File: config.mk
export PLATFORM = sky130hd
export DESIGN_NAME = neuron_buffer_swap_ctrl
export DESIGN_NICKNAME = d
export VERILOG_FILES = /design/src/rtl/neuron_buffer_swap_ctrl.sv
export SDC_FILE = /design/constraint.sdc
export NUM_CORES = 1
export LEC_CHECK = 0
export CORE_MARGIN = 2
export CORE_UTILIZATION = 33
export CTS_CLUSTER_SIZE = 40
export DETAILED_ROUTE_END_ITERATION = 16
export GPL_ROUTABILITY_DRIVEN = 0
export HOLD_SLACK_MARGIN = 0.1
export PLACE_DENSITY = 0.53
export SETUP_SLACK_MARGIN = 0.2
export SYNTH_ARGS = -nofsm -noshare
export SYNTH_HDL_FRONTEND = slang
export SYNTH_SLANG_ARGS = --single-unit
File: constraint.sdc
create_clock -name clk -period 4.8 [get_ports clk]
set_clock_uncertainty 0.2 [all_clocks]
set_input_delay 0.96 -clock clk [delete_from_list [all_inputs] [get_ports clk]]
set_output_delay 0.96 -clock clk [all_outputs]
set_load 0.1 [all_outputs]
File: src/rtl/neuron_buffer_swap_ctrl.sv
// neuron_buffer_swap_ctrl: layer sequencer for the N1/N2 ping-pong neuron buffers
// Ports:
//   clk, reset             system clock, synchronous active-high reset
//   start, inLen, outLen   layer kick-off pulse and per-layer read/write lengths (latched on start)
//   readStall              conv-side back-pressure on the read stream
//   poolValid              pool unit offers one output word this cycle
//   readBufferSelect       0: N1 read / N2 written; 1: N2 read / N1 written
//   readBuffAddress/readEn    read-side address and strobe
//   writeBuffAddress/writeEn  write-side address and strobe
//   busy, layerDone        sequencer activity and end-of-layer pulse
//   overflow               sticky: pool word arrived after outLen words were already written
module neuron_buffer_swap_ctrl #(
    parameter int A  = 7,
    parameter int CW = A + 1
) (
    input  logic          clk,
    input  logic          reset,
    input  logic          start,
    input  logic [CW-1:0] inLen,
    input  logic [CW-1:0] outLen,
    input  logic          readStall,
    input  logic          poolValid,
    output logic          readBufferSelect,
    output logic [A-1:0]  readBuffAddress,
    output logic          readEn,
    output logic [A-1:0]  writeBuffAddress,
    output logic          writeEn,
    output logic          busy,
    output logic          layerDone,
    output logic          overflow
);
    typedef enum logic [1:0] {IDLE, READ, DRAIN, SWAP} state_t;
    localparam logic [CW-1:0] ONE = CW'(1);
    state_t        state, state_nxt;
    logic [CW-1:0] rd_cnt, wr_cnt, in_len, out_len;
    logic          pool_in, accept;
    assign accept           = (state == IDLE) && start;
    // pool words are only meaningful while the layer is streaming
    assign pool_in          = poolValid && ((state == READ) || (state == DRAIN));
    assign readEn           = (state == READ) && !readStall;
    assign writeEn          = pool_in && (wr_cnt < out_len);
    assign busy             = state != IDLE;
    assign layerDone        = state == SWAP;
    // counters are CW bits wide so a full 2^A-word layer reaches 2^A without wrapping
    assign readBuffAddress  = rd_cnt[A-1:0];
    assign writeBuffAddress = wr_cnt[A-1:0];
    always_comb begin
        state_nxt = state;
        case (state)
            IDLE:  state_nxt = !start ? IDLE : (inLen != '0) ? READ : DRAIN;
            READ:  state_nxt = (readEn && (rd_cnt + ONE == in_len)) ? DRAIN : READ;
            DRAIN: state_nxt = (wr_cnt == out_len) ? SWAP : DRAIN;
            SWAP:  state_nxt = IDLE;
            default: state_nxt = IDLE;
        endcase
    end
    always_ff @(posedge clk) begin
        if (reset) begin
            state            <= IDLE;
            readBufferSelect <= 1'b0;
            rd_cnt           <= '0;
            wr_cnt           <= '0;
            in_len           <= '0;
            out_len          <= '0;
            overflow         <= 1'b0;
        end else begin
            state <= state_nxt;
            if (accept) begin
                in_len   <= inLen;
                out_len  <= outLen;
                rd_cnt   <= '0;
                wr_cnt   <= '0;
                overflow <= 1'b0;
            end else begin
                if (readEn) rd_cnt <= rd_cnt + ONE;
                if (writeEn) wr_cnt <= wr_cnt + ONE;
                if (pool_in && (wr_cnt == out_len)) overflow <= 1'b1;
            end
            if (state == SWAP) readBufferSelect <= !readBufferSelect;
        end
    end
endmodule

# [Word-level counts from Yosys, hierarchy flattened]
# Cells that the tools add are included.
[totals] register_bits=36 out_inout_bits=20 inputBits=21 wordCells=33
[op_classes] reduce_logical=13 addsub=2 n_lt_le_gt_ge=1 n_eq_ne=5 muxes=5
[ops] op="adder 8 x 1 -> 8 bit, second input constant" count=2
[ops] op="equality test 8 bit" count=2
[ops] op="< comparator 8 bit" count=1
[ops] op="one-hot mux 2 bit (4 select lines)" count=1
[ops] op="nonzero test 8 bit" count=1
[ops] op="logical AND 1 bit" count=6
[ops] op="two-way mux 2 bit" count=3
[ops] op="equality test 2 bit, second input constant" count=2
[ops] op="equality test 2 x 1 -> 1 bit, second input constant" count=1
[ops] op="logical NOT 1 bit" count=2
[ops] op="logical NOT 2 bit" count=1
[ops] op="nonzero test 2 bit" count=1
[ops] op="OR reduction 2 bit" count=1
[ops] op="logical OR 1 bit" count=1
[ops] op="two-way mux 1 bit" count=1

# [Logic depth before layout (Yosys ltp)]
[logic_depth] ltp_word=5 depth_mapped=8 mapped_depth_nobuf=8

# [Worst setup path after synthesis]
# Ideal clock, no wire load.
[synth_timing] path_type="input-to-output" start="in poolValid" end="out writeEn" path_slack_ps=763 path_buffers=1 t_arrival_ps=2877 stages=4 required_ps=3640 cell_sequence="nand2_1 -> or4_1 -> buf_2 -> nor2_1"
[synth_via] elab_chain_cells=2
[synth_lines] item="start, declared" line_no="22" text="input logic poolValid,"
[synth_lines] item="logical AND 1 bit" line_no="39" text="assign pool_in = poolValid && ((state == READ) || (state == DRAIN));"
[synth_lines] item="logical AND 1 bit" line_no="41" text="assign writeEn = pool_in && (wr_cnt < out_len);"
[synth_lines] item="end, declared" line_no="27" text="output logic writeEn,"
# No other way between the ends.

# [Final worst setup path]
# Ends and elaborated chain as after synthesis.

==> out/qor.csv <==
stage,metric,value,unit
finish,final core occ,41.76,%
placement,post-DP HPWL,3415,µm
drt,Avg WL per Cell,12.78,µm
setup_path,Slowest cell on crit path,or4_1,
finish,filler cell count,649,
logic_synthesis,Synth Area in Adders,9.214,%
timing,Final setup viols,0,
clock_tree,CTS tree,yes,
power,power per cell area,422.0,nW/µm²
die,die width,82.57,µm
power,peak supply drop,0.3416,mV
power,Pint,586.4,µW
logic_synthesis,Syn. warnings,0,
logic_synthesis,multiplexer share of the synthesized area,1.474,%
clock_tree,hold buffers post-CTS,0,
logic_synthesis,top-count cell post-synth,nand2_1,
setup_path,CP Cell Sequence,clkdlybuf4s50_1 -> nand2_1 -> or4_1 -> nor2_1 -> buf_4,
finish,fin nets,318,
clock_tree,H-tree depth,2,
grt,antenna violations before repair,0,
logic_synthesis,sequential share of the synthesized area,35.38,%
logic_synthesis,Syn Area/Cell,7.957,µm²
timing,maximum clock frequency,265.6,MHz
logic_synthesis,simple-gate portion of the synthesized area,24.51,%
clock_tree,CTS max path bufs,2,
min_path,Hold Crit Class,reg2reg,
clock_tree,"Gates resized, CTS repair",0,
logic_synthesis,synthesized cell area,2037,µm²
logic_synthesis,largest family of logic cells by synthesized area,simple AND/OR/NAND/NOR gates,
timing,Worst slew margin,35.02,%
die,Core Box Area,5956,µm²
logic_synthesis,top cell type's share of synthesized area,35.38,%
timing,final worst path period share,78.45,%
logic_synthesis,Netlist cell types,41,
die,die span in y,82.57,µm
logic_synthesis,syn nets,292,
setup_path,CP startpoint kind,input port,
power,Reg power frac,34.6,%
die,Rows,28,
timing,final slew viol count,0,
timing,TNS Setup,0,ns
placement,Port Buffer Count,40,
power,clock power share,21.5,%
clock_tree,Clock transition at path regs,0.07,ns
setup_path,WP data required,3.64,ns
drt,number of routed nets with antenna violations,0,
logic_synthesis,Syn Inst Count,256,
drt,drt total wl,4577,µm
grt,number of global-route vias before repair,1576,
die,Ports,41,
timing,final hold vios,0,
setup_path,WP buf/inv,2,
finish,area grow syn2layout,22.11,%
clock_tree,setup repair bufs after CTS,0,
drt,DRC,0,
power,Gate power share,44.0,%
logic_synthesis,Synth area leader,dfxtp_1,
die,initial core utilization,34.20,%
timing,Final Critical Period,3.765,ns
setup_path,CP arrival,2.61,ns
logic_synthesis,xor/xnor share of the synthesized area,6.880,%
grt,Global Route Usage Sum,14.44,%
clock_tree,clk_lat worst skew,0.28,ns
logic_synthesis,"EDFF count, synth",0,
logic_synthesis,Compound-Gate Fraction of Synth Area,13.45,%
logic_synthesis,ys async rst share,0,%
timing,RSZ-0062 raised after global routing,no,
drt,detailed-route via count,1770,
drt,DRT Pass-1 Iters,4,
grt,first-pass GRT wire length,7431,µm
status,status,"finished, final reports clean",
logic_synthesis,top post-synthesis cells by area,"dfxtp_1 (35%), ha_1 (9.2%), nand2_1 (9.2%), a21oi_1 (6.6%), buf_4 (5.2%)",
run,Max Cap Violations,0,
setup_path,Worst setup EP type,output port,
timing,worst slew pin tran,0.9717,ns
finish,layout cells sized above 1,4.240,%
power,Net Switching,463.2,µW
logic_synthesis,#FFs+latches synth,36,
clock_tree,CTS Root Buffer Type,clkbuf_8,
setup_path,critical path class,in2out,
finish,ant diodes,0,
grt,grt ovf,0,
grt,largest net degree at the start of global routing,25,
power,Pleak,0.9162,nW
clock_tree,Sink Count,36,
setup_path,"slowest stage delay, CP",0.64,ns
clock_tree,TritonCTS buffer count,5,
logic_synthesis,"top cells by count, synth","nand2_1 (50), dfxtp_1 (36), a21oi_1 (27), ha_1 (15)",
drt,vias per inst,4.944,
setup_path,critical path's top delay family,simple AND/OR/NAND/NOR gates,
setup_path,CP Max Fanout,9,
power,switch share,44.13,%
logic_synthesis,Post-synth top flop,dfxtp_1,
drt,starting DRC count in detailed routing,65,
die,die footprint,6817,µm²
## registers in the layout (all words and copies together) (netlist names)
name / cells
in_len: 8
out_len: 8
rd_cnt: 8
wr_cnt: 8
state: 2
overflow: 1
readBufferSelect: 1
## placed cells by master (no fill, tap or decap), types with 6 or more instances in the layout
master / netlist / layout
nand4_1: 6 / 6
inv_1: 12 / 12
xor2_1: 7 / 7
clkbuf_8: 0 / 6
ha_1: 15 / 15
dfxtp_1: 36 / 36
nor2_1: 14 / 14
nand3_1: 9 / 9
clkdlybuf4s50_1: 0 / 38
a21oi_1: 27 / 27
xnor2_1: 9 / 9
nand2_1: 50 / 50
## layer usage
metal	up-vias	track usage (%)	wire length [µm]
met5	-	0	0
met3	2	3.370	278
met2	58	20.32	1961
met1	786	21.35	2303
met4	0	4.918	34
li1	924	-	-
## power by group through the flow
| stage | combinational [mW] | sequential (mW) | clock, mW |
|---|---|---|---|
| after floorplan | 0.340 | 0.384 | 0 |
| after global placement | 0.459 | 0.370 | 0 |
| after detailed placement | 0.463 | 0.371 | 0 |
| after CTS | 0.465 | 0.364 | 0.236 |
| after global routing | 0.504 | 0.368 | 0.246 |
| final | 0.461 | 0.363 | 0.225 |
## per-stage QoR
step / setup WS [ns] / power, mW / hold WS, ns / std cells / cell area, µm²
2_1_floorplan: 0.7626 / 0.7241 / 0.2363 / 256 / 2037
3_3_place_gp: 1.048 / 0.8288 / 0.2456 / 350 / 2397
3_5_place_dp: 1.036 / 0.8335 / 0.2498 / 350 / 2397
4_1_cts: 1.034 / 1.064 / 0.2598 / 358 / 2487
5_1_grt: 0.9581 / 1.118 / 0.2729 / 358 / 2487
6_report: 1.035 / 1.050 / 0.2573 / 358 / 2487
## area by class of cell
class,instances,area [µm²],share of cell area [%]
Sequential cell,36,720.7,28.97
Tap cell,75,93.84,3.773
Clock buffer,8,90.09,3.622
Inverter,13,48.80,1.962
Multi-Input combinational cell,185,1131,45.47
Timing Repair Buffer,41,402.9,16.20
## logic make-up (layout without fill, tap and decap cells)
kind of cell	count (synthesis)	count (layout)
AND/OR/NAND/NOR	105	105
AO/OA/AOI/OAI	46	46
flip-flops	36	36
buffers and inverters	35	62
XOR/XNOR	16	16
adder cells (fa/ha/maj)	15	15
multiplexers	3	3
## tightest hold or removal path: stages, from the launching register on
cell	delay [ns]
dfxtp_1	0.31
nand2_1	0.05
a21oi_1	0.05
## final timing paths
| check | startpoint | end | slack, ns | cells after the start |
|---|---|---|---|---|
| setup / recovery | poolValid | writeEn | 1.03 | 5 |
| hold / removal | out_len[3]$_SDFFE_PP0P_ | out_len[3]$_SDFFE_PP0P_ | 0.26 | 2 |
| setup reg to reg | wr_cnt[6]$_SDFFE_PP0P_ | wr_cnt[3]$_SDFFE_PP0P_ | 2.29 | 5 |
| hold reg to reg | out_len[3]$_SDFFE_PP0P_ | out_len[3]$_SDFFE_PP0P_ | 0.26 | 2 |
Note: power is estimated with default switching activity, not from simulation.
